==> src/rtl/deg_conv_sched_pkg.sv <==
// Shared widths, scheduler state encoding and result record for the degree-converter scheduler.
// Pure declarations: no logic, no timing.
package deg_pkg;
   localparam int DEG_W = 14;
   localparam int DEC_W = 64;
   localparam int FRC_W = 4;
   localparam int ID_W  = 3;   // wide enough for the largest supported NREQ (8)

   typedef enum logic [1:0] {
      S_IDLE  = 2'd0,
      S_ISSUE = 2'd1,
      S_WAIT  = 2'd2,
      S_DONE  = 2'd3
   } sched_state_e;

   typedef struct packed {
      logic [ID_W-1:0]  id;
      logic [DEG_W-1:0] deg;
      logic             err;
   } deg_res_t;
endpackage

==> src/rtl/deg_conv_sched_rr_arbiter.sv <==
// Round-robin pick of the first requester at or above ptr, wrapping; purely combinational.
// Zero latency; no backpressure of its own, the caller decides when a grant is taken.
module rr_arbiter #(
   parameter int NREQ = 4
) (
   input  logic [NREQ-1:0]         req,
   input  logic [$clog2(NREQ)-1:0] ptr,
   output logic                    gnt_valid,
   output logic [$clog2(NREQ)-1:0] gnt_id
);
   localparam int IDW = $clog2(NREQ);

   always_comb begin
      logic [IDW:0] idx;
      gnt_valid = 1'b0;
      gnt_id    = '0;
      idx       = '0;
      // Scan from the farthest offset down so the closest hit to ptr is written last.
      for (int i = NREQ - 1; i >= 0; i--) begin
         idx = {1'b0, ptr} + (IDW + 1)'(i);
         if (idx >= (IDW + 1)'(NREQ))
            idx = idx - (IDW + 1)'(NREQ);
         if (req[idx[IDW-1:0]]) begin
            gnt_valid = 1'b1;
            gnt_id    = idx[IDW-1:0];
         end
      end
   end
endmodule

==> src/rtl/deg_conv_sched.sv <==
// Shares one BCD-to-degree converter among NREQ requesters; ack at C+1, start at C+2, result one cycle after finish.
// One job in flight, requesters wait on their level request; DEG_SCHED_TIMEOUT_EN adds a converter watchdog.
module deg_conv_sched
   import deg_pkg::*;
#(
   parameter int NREQ       = 4,
   parameter int CV_TIMEOUT = 64
) (
   input  logic                          i_clk,
   input  logic                          i_rst,
   input  logic [NREQ-1:0]               i_req,
   input  logic [NREQ-1:0][DEC_W-1:0]    i_decimal,
   input  logic [NREQ-1:0][FRC_W-1:0]    i_frccnt,
   output logic [NREQ-1:0]               o_ack,
   output logic                          o_valid,
   output logic [$clog2(NREQ)-1:0]       o_id,
   output logic [DEG_W-1:0]              o_deg,
   output logic                          o_err,
   output logic                          o_busy,
   output logic                          o_cv_start,
   output logic [DEC_W-1:0]              o_cv_decimal,
   output logic [FRC_W-1:0]              o_cv_frccnt,
   input  logic [DEG_W-1:0]              i_cv_deg,
   input  logic                          i_cv_finished
);
   localparam int IDW = $clog2(NREQ);

   sched_state_e   state_q, state_d;
   logic [IDW-1:0] ptr_q, id_q, gnt_id;
   logic           gnt_valid;
   logic           rej_q;
   logic           to_hit;
   logic           res_ld;
   deg_res_t       res_q, res_d;
   logic           grant;
   logic           unused_id;

   rr_arbiter #(.NREQ(NREQ)) u_arb (
      .req       (i_req),
      .ptr       (ptr_q),
      .gnt_valid (gnt_valid),
      .gnt_id    (gnt_id)
   );

   assign grant = (state_q == S_IDLE) && gnt_valid;

`ifdef DEG_SCHED_TIMEOUT_EN
   localparam int TO_W = $clog2(CV_TIMEOUT + 1);
   logic [TO_W-1:0] to_cnt_q;

   always_ff @(posedge i_clk or posedge i_rst) begin
      if (i_rst)
         to_cnt_q <= '0;
      else if (state_q == S_ISSUE)
         to_cnt_q <= '0;
      else if (state_q == S_WAIT)
         to_cnt_q <= to_cnt_q + TO_W'(1);
   end

   assign to_hit = (state_q == S_WAIT) && (to_cnt_q == TO_W'(CV_TIMEOUT - 1));
`else
   logic unused_cfg;
   assign to_hit     = 1'b0;
   assign unused_cfg = (CV_TIMEOUT > 0);
`endif

   always_comb begin
      state_d = state_q;
      res_ld  = 1'b0;
      res_d   = res_q;
      case (state_q)
         S_IDLE:
            if (gnt_valid) state_d = S_ISSUE;
         // Rejected jobs still pass through ISSUE so their result lands at C+2; start is suppressed.
         S_ISSUE:
            if (rej_q) begin
               state_d = S_DONE;
               res_ld  = 1'b1;
               res_d   = '{id: ID_W'(id_q), deg: '0, err: 1'b1};
            end else begin
               state_d = S_WAIT;
            end
         S_WAIT:
            if (i_cv_finished) begin
               state_d = S_DONE;
               res_ld  = 1'b1;
               res_d   = '{id: ID_W'(id_q), deg: i_cv_deg, err: 1'b0};
            end else if (to_hit) begin
               state_d = S_DONE;
               res_ld  = 1'b1;
               res_d   = '{id: ID_W'(id_q), deg: '0, err: 1'b1};
            end
         S_DONE:
            state_d = S_IDLE;
         default:
            state_d = S_IDLE;
      endcase
   end

   always_ff @(posedge i_clk or posedge i_rst) begin
      if (i_rst) begin
         state_q      <= S_IDLE;
         ptr_q        <= '0;
         id_q         <= '0;
         rej_q        <= 1'b0;
         o_ack        <= '0;
         o_cv_start   <= 1'b0;
         o_cv_decimal <= '0;
         o_cv_frccnt  <= '0;
         res_q        <= '0;
      end else begin
         state_q    <= state_d;
         o_ack      <= '0;
         o_cv_start <= (state_q == S_ISSUE) && !rej_q;
         if (grant) begin
            o_ack        <= NREQ'(1) << gnt_id;
            id_q         <= gnt_id;
            ptr_q        <= (gnt_id == IDW'(NREQ - 1)) ? '0 : gnt_id + IDW'(1);
            o_cv_decimal <= i_decimal[gnt_id];
            o_cv_frccnt  <= i_frccnt[gnt_id];
            rej_q        <= (i_frccnt[gnt_id] == '0);
         end
         if (res_ld)
            res_q <= res_d;
      end
   end

   assign o_valid   = (state_q == S_DONE);
   assign o_busy    = (state_q != S_IDLE);
   assign o_id      = res_q.id[IDW-1:0];
   assign o_deg     = res_q.deg;
   assign o_err     = res_q.err;
   assign unused_id = ^res_q.id;
endmodule
==> config.mk <==
export PLATFORM = sky130hd
export DESIGN_NAME = deg_conv_sched
export DESIGN_NICKNAME = d
export VERILOG_FILES = /design/src/rtl/deg_conv_sched_pkg.sv /design/src/rtl/deg_conv_sched_rr_arbiter.sv /design/src/rtl/deg_conv_sched.sv
export SDC_FILE = /design/constraint.sdc
export NUM_CORES = 1
export LEC_CHECK = 0
export CORE_AREA = 2 2 148 150
export DETAILED_ROUTE_END_ITERATION = 10
export DIE_AREA = 0 0 150 152
export HOLD_SLACK_MARGIN = 0.02
export PLACE_DENSITY_LB_ADDON = 0.08
export SKIP_CTS_REPAIR_TIMING = 1
export SYNTH_ARGS = -nofsm -noshare
export SYNTH_HDL_FRONTEND = slang
export SYNTH_SLANG_ARGS = --single-unit
==> constraint.sdc <==
create_clock -name i_clk -period 9 [get_ports i_clk]
set_input_delay 1.8 -clock i_clk [delete_from_list [all_inputs] [get_ports i_clk]]
set_output_delay 1.8 -clock i_clk [all_outputs]
set_load 0.03 [all_outputs]
**After elaboration in Yosys (flattened, before gate mapping)**

Cells that the tools add are included.

- $add $sub $neg: 8
- $mul: 0
- Divide/modulo/power cells: 0
- $lt $le $gt $ge: 9
- Equality and inequality tests: 7
- Shift operators: 1
- Mux-type cells: 36
- Bitwise operators: 0
- Reduce and logical (&&, ||, !) cells: 9

Operators with widths:

| operator | number |
|---|---|
| binary-select mux 64 bit (select 2 bit) | 1 |
| 2-to-1 mux 64 bit | 1 |
| 2-to-1 mux 17 bit | 2 |
| one-hot mux 17 bit (2 select lines) | 1 |
| 2-to-1 mux 2 bit | 11 |
| less-than comparator 2 x 3 -> 1 bit, second input constant | 5 |
| 2-to-1 mux 1 bit | 11 |
| >= comparator 3 bit, second input constant | 3 |
| binary-select mux 1 bit (select 2 bit) | 4 |
| binary-select mux 4 bit (select 2 bit) | 1 |
| 2-to-1 mux 4 bit | 2 |
| one-hot mux 2 bit (4 select lines) | 1 |
| subtractor 2 x 1 -> 2 bit, second input constant | 4 |
| adder 2 x 2 -> 3 bit, second input constant | 2 |
| == test 2 bit, second input constant | 3 |
| inequality test 2 bit, second input constant | 3 |
| zero test 4 bit | 1 |
| AND reduction 4 bit | 1 |
| nonzero test 2 bit | 2 |
| left shift 1 x 2 -> 4 bit, first input constant | 1 |
| adder 2 x 1 -> 3 bit, second input constant | 1 |
| >= comparator 2 x 3 -> 1 bit, second input constant | 1 |
| adder 2 x 1 -> 2 bit, second input constant | 1 |
| == test 2 x 1 -> 1 bit, second input constant | 1 |
| other kinds (5) | 6 |

- Flip-flop bits (word level): 97
- Bits in latches: 0
- Memory bits (writable): 0
- Bits in read-only memories: 0
- Input port bits: 293
- Output and inout bits: 92
- Logic and storage cells: 81
- Memories kept: 0

**Depth between registers and ports, before layout**

- Depth in word-level cells: 12
- Depth in mapped cells: 9

**Hierarchy**

A second synthesis with hierarchy kept.

- Cells, all modules: 367
- Area total of the unflattened synthesis: 5793.1 sq um

Modules (own cells, without submodules):

| module | times used | cells an instance | area an instance (sq um) |
|---|---|---|---|
| deg_conv_sched | 1 | 354 | 5715.5 |
| rr_arbiter | 1 | 13 | 77.6 |

**Worst setup path before layout**

Ideal clock, no wire load.

- Path kind: input-to-reg
- Start point: input port i_req[0]
- End point: register o_cv_decimal[52]
- Data arrival time: 3.413 ns
- Required time: 8.923 ns
- Path slack: 5.511 ns
- Stages: 8
- Cells stage by stage: a21oi_1 -> o21a_1 -> o22a_1 -> buf_6 -> clkbuf_1 -> buf_1 -> mux2_2 -> o21ai_1

- Word-level cells in the longest chain between the ends: 8

RTL lines:

| item | line | source |
|---|---|---|
| from (decl) | deg_conv_sched.sv:11 | `input logic [NREQ-1:0] i_req,` |
| binary-select mux 1 bit (select 2 bit) | deg_conv_sched_rr_arbiter.sv:23 | `if (req[idx[IDW-1:0]]) begin` |
| 2-to-1 mux 1 bit (not written as such) | deg_conv_sched_rr_arbiter.sv:23 |  |
| 2-to-1 mux 2 bit (4 in series) | deg_conv_sched_rr_arbiter.sv:23 |  |
| binary-select mux 64 bit (select 2 bit) | deg_conv_sched.sv:119 | `o_cv_decimal <= i_decimal[gnt_id];` |
| 2-to-1 mux 64 bit (not written as such) | deg_conv_sched.sv:119 |  |
| to (signal assigned) | deg_conv_sched.sv:119 |  |
| to (decl) | deg_conv_sched.sv:21 | `output logic [DEC_W-1:0] o_cv_decimal,` |

Parallel ways exist; a longest one is shown, timed or not. The select of a mux whose other input is x is not followed.
A chain may end at the register's enable or synchronous reset.

**Worst setup path in the final report**

- Start point: input port i_req[0]
- End point: register rej_q

- Word-level cells in the longest chain between the ends: 9

RTL lines:

| item | line | source |
|---|---|---|
| binary-select mux 1 bit (select 2 bit) | deg_conv_sched_rr_arbiter.sv:23 |  |
| 2-to-1 mux 1 bit (not written as such) | deg_conv_sched_rr_arbiter.sv:23 |  |
| 2-to-1 mux 2 bit (4 in series) | deg_conv_sched_rr_arbiter.sv:23 |  |
| binary-select mux 4 bit (select 2 bit) | deg_conv_sched.sv:121 | `rej_q <= (i_frccnt[gnt_id] == '0);` |
| 2-to-1 mux 4 bit (not written as such) | deg_conv_sched.sv:121 |  |
| zero test 4 bit | deg_conv_sched.sv:121 |  |
| to (signal assigned) | deg_conv_sched.sv:121 |  |
| to (decl) | deg_conv_sched.sv:31 | `logic rej_q;` |

Parallel ways exist; a longest one is shown, timed or not. The select of a mux whose other input is x is not followed.

==> results_dict.tcl <==
set metrics [dict create \
    hold_viol_final 0 \
    dr.first_iter.drc_count 173 \
    yosys.area_share.xor_xnor_pct 0 \
    drtAntennaViolNets 0 \
    finalCritPeriodShare_pct 50.3 \
    p_leak_nw 4.51 \
    numCtsBuffers 9 \
    dp_hpwl_um 15400 \
    synth_fa_ha_area_share_pct 1.92 \
    die_area_um2 22800 \
    area_growth_pct 74.3 \
    synth_simple_gate_area_share_pct 10.5 \
    cp.required_ns 9.28 \
    synth_seq_cells 97 \
    endpoint_kind "flip-flop" \
    n_antenna_cell 0 \
    yosys_warnings 0 \
    hold_class "reg -> reg" \
    clkSinkCount 97 \
    drt_wl_total_um 19900 \
    power.switching_mw 1.33 \
    cts_tree "done" \
    pwr-share-comb_pct 62.1 \
    slew_viol_final 0 \
    fp.dieH_um 152 \
    crit_path_start_kind "input pin" \
    io_buffers 384 \
    drive_above_1_share_pct 9.84 \
    die_w_um 150 \
    fin_nets 1242 \
    grt_pass1_vias 5420 \
    vias 5410 \
    htreeDepth 3 \
    synth_compound_area_share_pct 6.88 \
    fin_hold_ws_ns 0.464 \
    setup-tns-final_ns 0 \
    syn_nets 886 \
    dr.pass1.iters 4 \
    setup_viol 0 \
    final_common_cell "clkdlybuf4s50_1" \
    power.internal_mw 1.66 \
    path_max_fanout 51 \
    pwr-share-seq_pct 24.9 \
    cts_buffer_depth 2 \
    cts.clk_slew.worst_paths_ns 0.08 \
    syn_inst 584 \
    antenna_found_initial 0 \
    arrival_ns 4.81 \
    crit_type "in -> reg" \
    skew_ns 0.0139 \
    cellPowerDensity_nw_per_um2 292 \
    wl_per_cell_um 16.2 \
    regToRegStartpoint "ptr_q[1]" \
    drc 0 \
    drv_cap 0 \
    outcome "finished clean" \
    clockRootBuffer "clkbuf_16" \
    ys_types 26 \
    synth_top_family_by_area "multiplexers" \
    grt.overflow.total 0 \
    syn-cell-area_um2 5880 \
    rsz0062_at_grt "false" \
    swShare_pct 44.5 \
    worst_pin_slew_ns 0.944 \
    viasPerCell 4.42 \
    fmax_ghz 0.221 \
    ios 385 \
    avgSynthCellArea_um2 10.1 \
    min_from "id_q[1]" \
    seq_area_frac_synth_pct 41.3 \
    grt_pass1_wl_um 30400 \
    start_util_pct 27.5 \
    gp_congestion 0.760 \
    slew_headroom_pct 37.1 \
    num_rows 54 \
    max-vdd-ir-drop_uv 170 \
    synth.mux.area_fraction_pct 35.8 \
    insertion_delay_ns 0.35 \
    min_period_ns 4.52 \
    grt_max_degree 137 \
    core_um2 21400 \
    power_frac_clock_pct 13.0 \
    grt_use_total_pct 17.2 \
    startpoint "i_req[0]" \
    final_cell_mix "clkdlybuf4s50_1 (384), mux2i_1 (129), nand2_1 (119)" \
]
kinds of logic (layout without fill, tap and decap cells):
kind of cell,count (synthesis),after routing
compound gates,79,79
fa+ha+maj,9,9
buf+inv,51,412
flops,97,97
mux,197,197
simple gates,151,151
cell usage after synthesis:
library cell / instances / share of area (%)
nor2b_1: 2 / 0.21
nand3_1: 14 / 1.2
and2_1: 4 / 0.43
nor4_1: 1 / 0.11
mux4_2: 4 / 1.5
o21a_1: 1 / 0.13
a21oi_1: 6 / 0.51
o21ai_0: 5 / 0.43
clkbuf_1: 27 / 1.7
nor3_1: 2 / 0.17
buf_6: 1 / 0.19
or3_1: 1 / 0.11
dfrtp_1: 97 / 41
or4_1: 1 / 0.13
o22a_1: 1 / 0.15
nand2b_1: 2 / 0.21
nand2_1: 119 / 7.6
mux2_2: 64 / 12
inv_1: 7 / 0.45
a211oi_1: 1 / 0.13
buf_2: 14 / 1.2
ha_1: 9 / 1.9
o21ai_1: 65 / 5.5
nor2_1: 5 / 0.32
mux2i_1: 129 / 22
buf_1: 2 / 0.13
through the flow:
| stage | utilization, % | power (mW) | std cells | area, um^2 | setup WS (ns) |
|---|---|---|---|---|---|
| 2_1_floorplan | - | 1.92 | 584 | 5880 | 4.67 |
| 3_3_place_gp | 46.6 | 2.64 | 1209 | 9960 | 4.07 |
| 3_5_place_dp | 46.6 | 2.65 | 1209 | 9960 | 4.01 |
| 4_1_cts | 48.0 | 3.05 | 1225 | 10200 | 4.41 |
| 5_1_grt | 48.0 | 3.20 | 1225 | 10200 | 4.31 |
| 6_report | 48.0 | 2.99 | 1225 | 10200 | 4.48 |
worst max-delay path, stage by stage:
cell and delay (ns):
clkdlybuf4s50_1 0.48, a21oi_1 0.17, o21a_1 0.14, o22a_4 0.33, buf_4 0.63, mux4_2 0.60, or4_1 0.51, o21ai_1 0.12
final cells by class:
cell class,count,area [um^2]
fill,2081,11100
timing repair buffer,389,3890
multi-input combinational,436,3260
sequential,97,2430
tap,280,350
clock buffer,9,225
clock inverter,7,66.3
inverter,7,28.8
final timing paths:
path                                     to  slack (ns)  depth (start not counted)
setup / recovery                      rej_q        4.48                          8
hold / removal                      o_id[1]        0.46                          2
setup reg to reg                      rej_q        5.92                          7
hold reg to reg                     o_id[1]        0.46                          2
max in group asynchronous  o_cv_decimal[41]        5.96                          3
min in group asynchronous  o_cv_decimal[61]        1.81                          2
registers in the layout, indices dropped and copies added, names as in the netlist:
register,count
o_cv_frccnt,4
o_deg,14
o_id,2
o_err,1
rej_q,1
id_q,2
o_ack,4
state_q,2
ptr_q,2
o_cv_start,1
o_cv_decimal,64
power groups by stage:
stage | sequential (mW) | clock [mW] | combinational, mW
after floorplan | 1.10 | 0 | 0.814
after global placement | 0.749 | 0 | 1.89
after detailed placement | 0.757 | 0 | 1.89
after CTS | 0.750 | 0.403 | 1.90
after global routing | 0.773 | 0.419 | 2.01
final | 0.745 | 0.387 | 1.86
routing by layer:
| layer | vias to the layer above | global-route usage [%] | share of wire [%] |
|---|---|---|---|
| met2 | 200 | 31.1 | 52 |
| met4 | 0 | 4.67 | 1.2 |
| met1 | 2445 | 19.5 | 38 |
| met3 | 14 | 5.20 | 8.7 |
| li1 | 2751 | - | - |
| met5 | - | 0 | 0 |
Power figures use the tool's default switching activity.
